<file path="config.mk">
export PLATFORM = sky130hd
export DESIGN_NAME = inv_key_schedule
export DESIGN_NICKNAME = d
export VERILOG_FILES = /design/src/rtl/inv_key_schedule.sv
export SDC_FILE = /design/constraint.sdc
export NUM_CORES = 2
export LEC_CHECK = 0
export ABC_AREA = 1
export BUFFER_PORTS_ARGS = -buffer_cell sky130_fd_sc_hd__buf_4
export CAP_MARGIN = 0
export CELL_PAD_IN_SITES_DETAIL_PLACEMENT = 0
export CELL_PAD_IN_SITES_GLOBAL_PLACEMENT = 2
export CORE_UTILIZATION = 35
export CTS_CLUSTER_SIZE = 40
export DETAILED_ROUTE_END_ITERATION = 6
export HOLD_SLACK_MARGIN = 0.1
export MAX_ROUTING_LAYER = met4
export PLACE_DENSITY = 0.77
export SETUP_SLACK_MARGIN = 0.5
export SLEW_MARGIN = 40
export SYNTH_ARGS = -nofsm -noshare
export SYNTH_HDL_FRONTEND = slang
export SYNTH_SLANG_ARGS = --single-unit
</file>
<file path="constraint.sdc">
create_clock -name clk -period 14.32 [get_ports clk]
set_input_delay 0.716 -clock clk [delete_from_list [all_inputs] [get_ports clk]]
set_output_delay 0.716 -clock clk [all_outputs]
set_load 0.02 [all_outputs]
</file>
<file path="src/rtl/inv_key_schedule.sv">
// AES-128 key expander feeding the inverse-round datapath: builds all 11 round keys
// into a register bank, then streams them rk10..rk0 over a valid/ready handshake.
module inv_key_schedule #(
  parameter int unsigned NR    = 10,
  parameter int unsigned KEY_W = 128
) (
  input  logic             clk,
  input  logic             rst,
  input  logic [KEY_W-1:0] key_in,
  input  logic             key_load,
  input  logic             rk_restart,
  input  logic             rk_ready,
  output logic [KEY_W-1:0] rk_out,
  output logic             rk_valid,
  output logic [3:0]       rk_idx,
  output logic             rk_last,
  output logic             busy,
  output logic             keys_ready
);

  typedef enum logic [1:0] {S_IDLE, S_EXPAND, S_READY} state_t;

  localparam logic [3:0] LAST = 4'(NR);

  // Forward S-box, entry 0 in the top byte.
  localparam logic [2047:0] SBOX = {
    128'h637c777bf26b6fc53001672bfed7ab76, 128'hca82c97dfa5947f0add4a2af9ca472c0,
    128'hb7fd9326363ff7cc34a5e5f171d83115, 128'h04c723c31896059a071280e2eb27b275,
    128'h09832c1a1b6e5aa0523bd6b329e32f84, 128'h53d100ed20fcb15b6acbbe394a4c58cf,
    128'hd0efaafb434d338545f9027f503c9fa8, 128'h51a3408f929d38f5bcb6da2110fff3d2,
    128'hcd0c13ec5f974417c4a77e3d645d1973, 128'h60814fdc222a908846eeb814de5e0bdb,
    128'he0323a0a4906245cc2d3ac629195e479, 128'he7c8376d8dd54ea96c56f4ea657aae08,
    128'hba78252e1ca6b4c6e8dd741f4bbd8b8a, 128'h703eb5664803f60e613557b986c11d9e,
    128'he1f8981169d98e949b1e87e9ce5528df, 128'h8ca1890dbfe6426841992d0fb054bb16
  };

  function automatic logic [7:0] sbox(input logic [7:0] x);
    return SBOX[{~x, 3'b000} +: 8];
  endfunction

  function automatic logic [7:0] rcon(input logic [3:0] r);
    case (r)
      4'd1:    return 8'h01;
      4'd2:    return 8'h02;
      4'd3:    return 8'h04;
      4'd4:    return 8'h08;
      4'd5:    return 8'h10;
      4'd6:    return 8'h20;
      4'd7:    return 8'h40;
      4'd8:    return 8'h80;
      4'd9:    return 8'h1b;
      4'd10:   return 8'h36;
      default: return 8'h00;
    endcase
  endfunction

  state_t           r_state;
  logic [3:0]       r_rcnt;
  logic [3:0]       r_rd_ptr;
  logic [KEY_W-1:0] r_bank [0:NR];

  logic [KEY_W-1:0] w_prev;
  logic [31:0]      w_rot;
  logic [31:0]      w_t;
  logic [31:0]      w_n0, w_n1, w_n2, w_n3;
  logic             w_hs;

  assign w_prev = r_bank[r_rcnt - 4'd1];
  assign w_rot  = {w_prev[23:0], w_prev[31:24]};
  assign w_t    = {sbox(w_rot[31:24]) ^ rcon(r_rcnt), sbox(w_rot[23:16]),
                   sbox(w_rot[15:8]), sbox(w_rot[7:0])};
  assign w_n0   = w_prev[127:96] ^ w_t;
  assign w_n1   = w_prev[95:64]  ^ w_n0;
  assign w_n2   = w_prev[63:32]  ^ w_n1;
  assign w_n3   = w_prev[31:0]   ^ w_n2;

  assign w_hs   = (r_state == S_READY) && rk_ready;

  always_ff @(posedge clk) begin
    if (!rst) begin
      if (key_load)
        r_bank[0] <= key_in;
      else if (r_state == S_EXPAND)
        r_bank[r_rcnt] <= {w_n0, w_n1, w_n2, w_n3};
    end
  end

  // key_load and rk_restart both park the pointer at rk10, which also covers a
  // handshake in the same cycle (the transfer completes, the pointer is not decremented).
  always_ff @(posedge clk) begin
    if (rst) begin
      r_state  <= S_IDLE;
      r_rcnt   <= 4'd1;
      r_rd_ptr <= LAST;
    end else if (key_load) begin
      r_state  <= S_EXPAND;
      r_rcnt   <= 4'd1;
      r_rd_ptr <= LAST;
    end else begin
      if (r_state == S_EXPAND) begin
        r_rcnt <= r_rcnt + 4'd1;
        if (r_rcnt == LAST)
          r_state <= S_READY;
      end
      if (rk_restart || (r_state == S_EXPAND && r_rcnt == LAST))
        r_rd_ptr <= LAST;
      else if (w_hs)
        r_rd_ptr <= (r_rd_ptr == 4'd0) ? LAST : r_rd_ptr - 4'd1;
    end
  end

  assign busy       = (r_state == S_EXPAND);
  assign keys_ready = (r_state == S_READY);
  assign rk_valid   = (r_state == S_READY);
  assign rk_idx     = r_rd_ptr;
  assign rk_last    = rk_valid && (r_rd_ptr == 4'd0);
  assign rk_out     = rk_valid ? r_bank[r_rd_ptr] : '0;

endmodule
</file>
=== Yosys cells after proc, flatten, opt, wreduce, memory -nomap -nowiden ===
Memory sizes are Yosys's and may differ from the RTL's. A register that Yosys moved wholly into a read port is not among the register bits.
Cells that the tools add are included.

* Bits in read-only memories: 128
* Output and inout bits: 136
* Logic and storage cells: 56
* Bits of input ports: 133
* Register bits: 10
* Bits in writable memories: 1,408
* Memories kept: 2

{| class="wikitable"
|+ Memories
! name !! words !! bits a word !! read ports !! clocked after memory_dff !! write ports !! line !! text
|-
| r_bank || 11 || 128 || 2 || 1 || 1 || 60 || <nowiki>logic [KEY_W-1:0] r_bank [0:NR];</nowiki>
|-
| (no name shown) || 16 || 8 || 1 || 1 || 0 || 42 || <nowiki>case (r)</nowiki>
|}

* $add $sub $neg: 3
* Shift operators: 4
* Bitwise operators: 9
* Equal/unequal tests: 3
* Mux-type cells: 19
* Reduce and logical (&&, ||, !) cells: 12

{| class="wikitable"
|+ Operators with widths
! kind !! count
|-
| $shiftx 2048x12->8 const A || 4
|-
| $mux 128 || 2
|-
| $reduce_or 128->1 || 1
|-
| $xor 32x32->32 || 4
|-
| $not 8->8 || 4
|-
| $mux 4 || 6
|-
| $mux 1 || 11
|-
| $sub 4x1->4 const B || 2
|-
| $xor 8x8->8 || 1
|-
| $add 4x1->4 const B || 1
|-
| $eq 4x4->1 const B || 1
|-
| $logic_not 4->1 || 1
|-
| $reduce_and 2->1 || 2
|-
| $reduce_bool 2->1 || 2
|-
| $logic_and 1x1->1 || 3
|-
| $reduce_or 3->1 || 1
|-
| $eq 2x1->1 const B || 1
|-
| $eq 2x2->1 const B || 1
|-
| $reduce_or 2->1 || 1
|-
| $logic_or 1x1->1 || 1
|}

=== Longest topological paths before layout ===
An unclocked memory read counts as a cell.

* Word-level depth: 10
* Mapped depth: 40
* Gate-level depth less buffers: 29

=== Least setup slack after synthesis ===
Ideal clock, no wire load.

* Path kind: reg2reg
* From: register r_rcnt[0]
* To: memory r_bank[1][0] (enable)
* Required time: 13.391 ns
* Arrival time: 13.994 ns
* Setup time: 0.929 ns
* Path buffers: 9
* Cell stages (with the launch flop): 12
* Clock period less this slack: 14.923 ns
* Setup slack: -0.603 ns
* Cell sequence: dfxtp_1 > buf_6 > inv_4 > buf_6 > buf_4 > buf_6 > buf_4 > buf_4 > buf_2 > buf_2 > buf_2 > nor4_1

* Word-level cells in the longest chain between the ends: 1

{| class="wikitable"
|+ Ends and longest elaborated chain
! item !! line !! text
|-
| start: declaration || 58 || <nowiki>logic [3:0] r_rcnt;</nowiki>
|-
| start signal: assignment || 101 || <nowiki>r_rcnt <= r_rcnt + 4'd1;</nowiki>
|-
| $mux 4 (no source line) || - ||
|-
| end: declaration || 60 ||
|}

Every way passes these cells.

=== Worst setup path in the final report ===
* From: register r_rcnt[0]
* To: memory r_bank[7][15] (data pin)

* Word-level cells in the longest chain between the ends: 9

{| class="wikitable"
|+ Ends and longest elaborated chain
! item !! line !! text
|-
| $sub 4x1->4 (*) || 68 || <nowiki>assign w_prev = r_bank[r_rcnt - 4'd1];</nowiki>
|-
| $mem_v2 11x128 (*) || - ||
|-
| $not 8->8 || 38 || <nowiki>return SBOX[{~x, 3'b000} +: 8];</nowiki>
|-
| $shiftx 2048x12->8 || 38 ||
|-
| $xor 32x32->32 || 72 || <nowiki>assign w_n0 = w_prev[127:96] ^ w_t;</nowiki>
|-
| $xor 32x32->32 || 73 || <nowiki>assign w_n1 = w_prev[95:64] ^ w_n0;</nowiki>
|-
| $xor 32x32->32 || 74 || <nowiki>assign w_n2 = w_prev[63:32] ^ w_n1;</nowiki>
|-
| $xor 32x32->32 (*) || 75 || <nowiki>assign w_n3 = w_prev[31:0] ^ w_n2;</nowiki>
|-
| $mux 128 (no source line) (*) || - ||
|}

Every way passes the cells marked *; elsewhere a longest branch is shown, timed or not.

==> results.json <==
{
  "status": "finished clean",
  "grt_pass1_vias": 75000,
  "ctsLongestPathBuffers": 3,
  "cp_top_family": "simple AND/OR/NAND/NOR gates",
  "crit_path_start_kind": "flip-flop",
  "hpwl_mm": 251,
  "vias": 81000,
  "die_width_um": 495,
  "syn_inst": 10200,
  "finalClockSkew_ns": 0.0712,
  "yosys.area.top_type_share": 0.497,
  "seq_area_mm2": 0.0427,
  "hold_path.class": "in2reg",
  "setup_tns_ns": 0,
  "cp.arrival_ns": 8.84,
  "slew_viol_final": 0,
  "drtIter0Drc": 10500,
  "cts_tree": "yes",
  "final.period_utilization": 0.591,
  "drive_gt1_frac": 0.0893,
  "crit_fanout": 126,
  "syn_area_mm2": 0.0850,
  "dieArea_mm2": 0.245,
  "grt_usage": 0.328,
  "drt_pre_antenna_iters": 7,
  "p_total_mw": 12.2,
  "synth_edf_count": 1408,
  "cts_hold_buf": 1,
  "yosys_warnings": 0,
  "area_growth_pct": 11.9,
  "avgViaCountPerCell": 6.05,
  "cp_num_buf_inv": 7,
  "multi_input_area_mm2": 0.0360,
  "clkTransAtPathRegs_ns": 0.06,
  "cp_slowest_cell": "dfxtp_4",
  "fillCellCount": 24200,
  "max_stage_delay_ns": 0.87,
  "grt_max_degree": 201,
  "syn-num-nets": 10400,
  "syn_area_per_cell_um2": 8.32,
  "cts.htree.levels": 4,
  "yosysTopAreaCell": "edfxtp_1",
  "layout_commonest_cell": "nand3_1",
  "numCtsBuffers": 166,
  "synth-seq-area-share": 0.503,
  "path_class": "reg2reg",
  "rsz0062_at_grt": "false",
  "peakVddDrop_mv": 0.101,
  "yosys-top-cells-area": "edfxtp_1, nand3_1, nand2_1, o21ai_0, a21oi_1",
  "core_area_mm2": 0.241,
  "clkSinkCount": 1430,
  "required_ns": 14.70,
  "worst_slew_pin_slew_ns": 0.978,
  "gr-total-overflow": 0,
  "clock_latency_ns": 0.86,
  "drtAntennaViolNets": 0,
  "cap_viol_max_count": 0,
  "cts_root_buf": "clkbuf_16",
  "cts_setup_buffers": 0,
  "critical-path-top-cell-by-count": "nand3_1",
  "max_freq_mhz": 118,
  "start_util": 0.353,
  "grt_pass1_wl_mm": 563,
  "ctsResizeCount": 0,
  "cp-end-kind": "flip-flop",
  "drc_errors": 0,
  "nNetsFinal": 10200,
  "routed_wl_mm": 402,
  "hold_viol": 0,
  "antenna_found_initial": 18,
  "relSlewSlack": 0.348,
  "fin_crit_ns": 8.46,
  "die_h_um": 495,
  "power.density_mw_per_mm2": 128,
  "synth.distinct_cells": 44,
  "rows": 180,
  "synth-main-ff-cell": "edfxtp_1",
  "gp_congestion": 0.987,
  "io_pins": 269,
  "setup_violations": 0,
  "avgRoutedWirePerCell_um": 30.0,
  "postSynth.asyncResetShare": 0,
  "portBuffers": 268,
  "synth-seq-cells": 1430,
  "final_cell_mix": "nand3_1, nand2_1, edfxtp_1, o21ai_0, a21oi_1",
  "p_leak_nw": 35.6
}
-- power breakdown --
part           switching, mW  internal, mW
combinational           2.48         0.773
clock                   1.85          2.36
sequential            0.0163          4.70
total                   4.34          7.83
-- final cells by class --
class | instances | share of cell area
multi-input combinational | 7213 | 0.378
clock buffer | 209 | 0.0460
sequential | 1430 | 0.449
tap | 3185 | 0.0419
clock inverter | 89 | 0.00927
inverter | 761 | 0.0308
timing repair buffer | 480 | 0.0441
antenna | 7 | 0.000184
-- final timing paths --
kind	start	endpoint	slack [ns]	cells past startpoint
max	r_rcnt[0]$_SDFFE_PP1P_	r_bank[7][15]$_DFFE_PP_	5.86	27
min	rk_restart	rk_idx[1]$_SDFFE_PP1P_	0.17	3
max reg2reg	r_rcnt[0]$_SDFFE_PP1P_	r_bank[7][15]$_DFFE_PP_	5.86	27
min reg2reg	rk_idx[0]$_SDFFE_PP0P_	flip-flop	0.51	2
-- cell families (layout without fill, tap and decap cells) --
| family | Yosys count | in the layout | share of synthesized area |
|---|---|---|---|
| buffers and inverters | 1572 | 1539 | 0.0804 |
| xor gates and xnor gates | 11 | 11 | 0.00113 |
| and+or+nand+nor | 4495 | 4495 | 0.234 |
| other | 0 | 7 | 0 |
| adders and majority gates | 64 | 64 | 0.00942 |
| DFF | 1430 | 1430 | 0.503 |
| AOI/OAI and AO/OA | 2643 | 2643 | 0.172 |
-- cell usage after synthesis (18+ instances only) --
cell type  count
inv_2         35
nand4_1       23
o21ai_0     1058
buf_6         37
nand2_2       50
nand2_1     1833
clkbuf_1     366
o21ai_1       40
buf_1         76
o211ai_1     446
inv_1        723
buf_2        239
buf_4         93
edfxtp_1    1408
ha_1          64
nand3_1     2072
o22ai_1       18
o221ai_1      36
dfxtp_1       22
a31oi_1       74
nor2_1       461
a21oi_1      962
-- metal layers --
metal	GRT usage	part of all wire	vias up
met5	-	0	-
met2	0.492	0.44	4443
met4	0.143	0.049	0
li1	-	-	36000
met1	0.443	0.42	39900
met3	0.0448	0.085	655
-- state kept, by name, summed over array words and instances, names as in the netlist, named ones only --
name,cells
r_bank,1408
r_rcnt,4
r_state,2
rk_idx,4
-- stage by stage --
step                       util  instances  instance area (um2)  hold WS [ns]  worst slack [ns]
after floorplan               -      10200                85000         0.448              2.92
after global placement    0.369      13100                89000         0.469              5.93
after detailed placement  0.372      13100                89600         0.498              6.10
after CTS                 0.394      13400                94900         0.116              6.04
after global routing      0.395      13400                95100         0.162              5.50
final                     0.395      13400                95100         0.166              5.86
-- worst reg2reg max path: stages, from the launching register on --
cell and delay (ns):
dfxtp_4 0.87, inv_16 0.39, ha_4 0.80, buf_4 0.61, buf_12 0.55, nand3_1 0.31, nand3_1 0.12, nand3_1 0.07
nand2_1 0.28, buf_4 0.34, inv_1 0.23, ha_1 0.42, inv_1 0.14, nand3_1 0.47, nand2_1 0.27, inv_2 0.11
nand2_1 0.11, nand3_1 0.09, nand3_1 0.10, nand3_1 0.16, nand3_1 0.24, nand2_1 0.10, nand2_1 0.09, nand3_1 0.16
nand3_1 0.16, nand3_1 0.19, nand2_1 0.15, nand2_1 0.45
No activity file was read; power rests on OpenSTA's default activity.
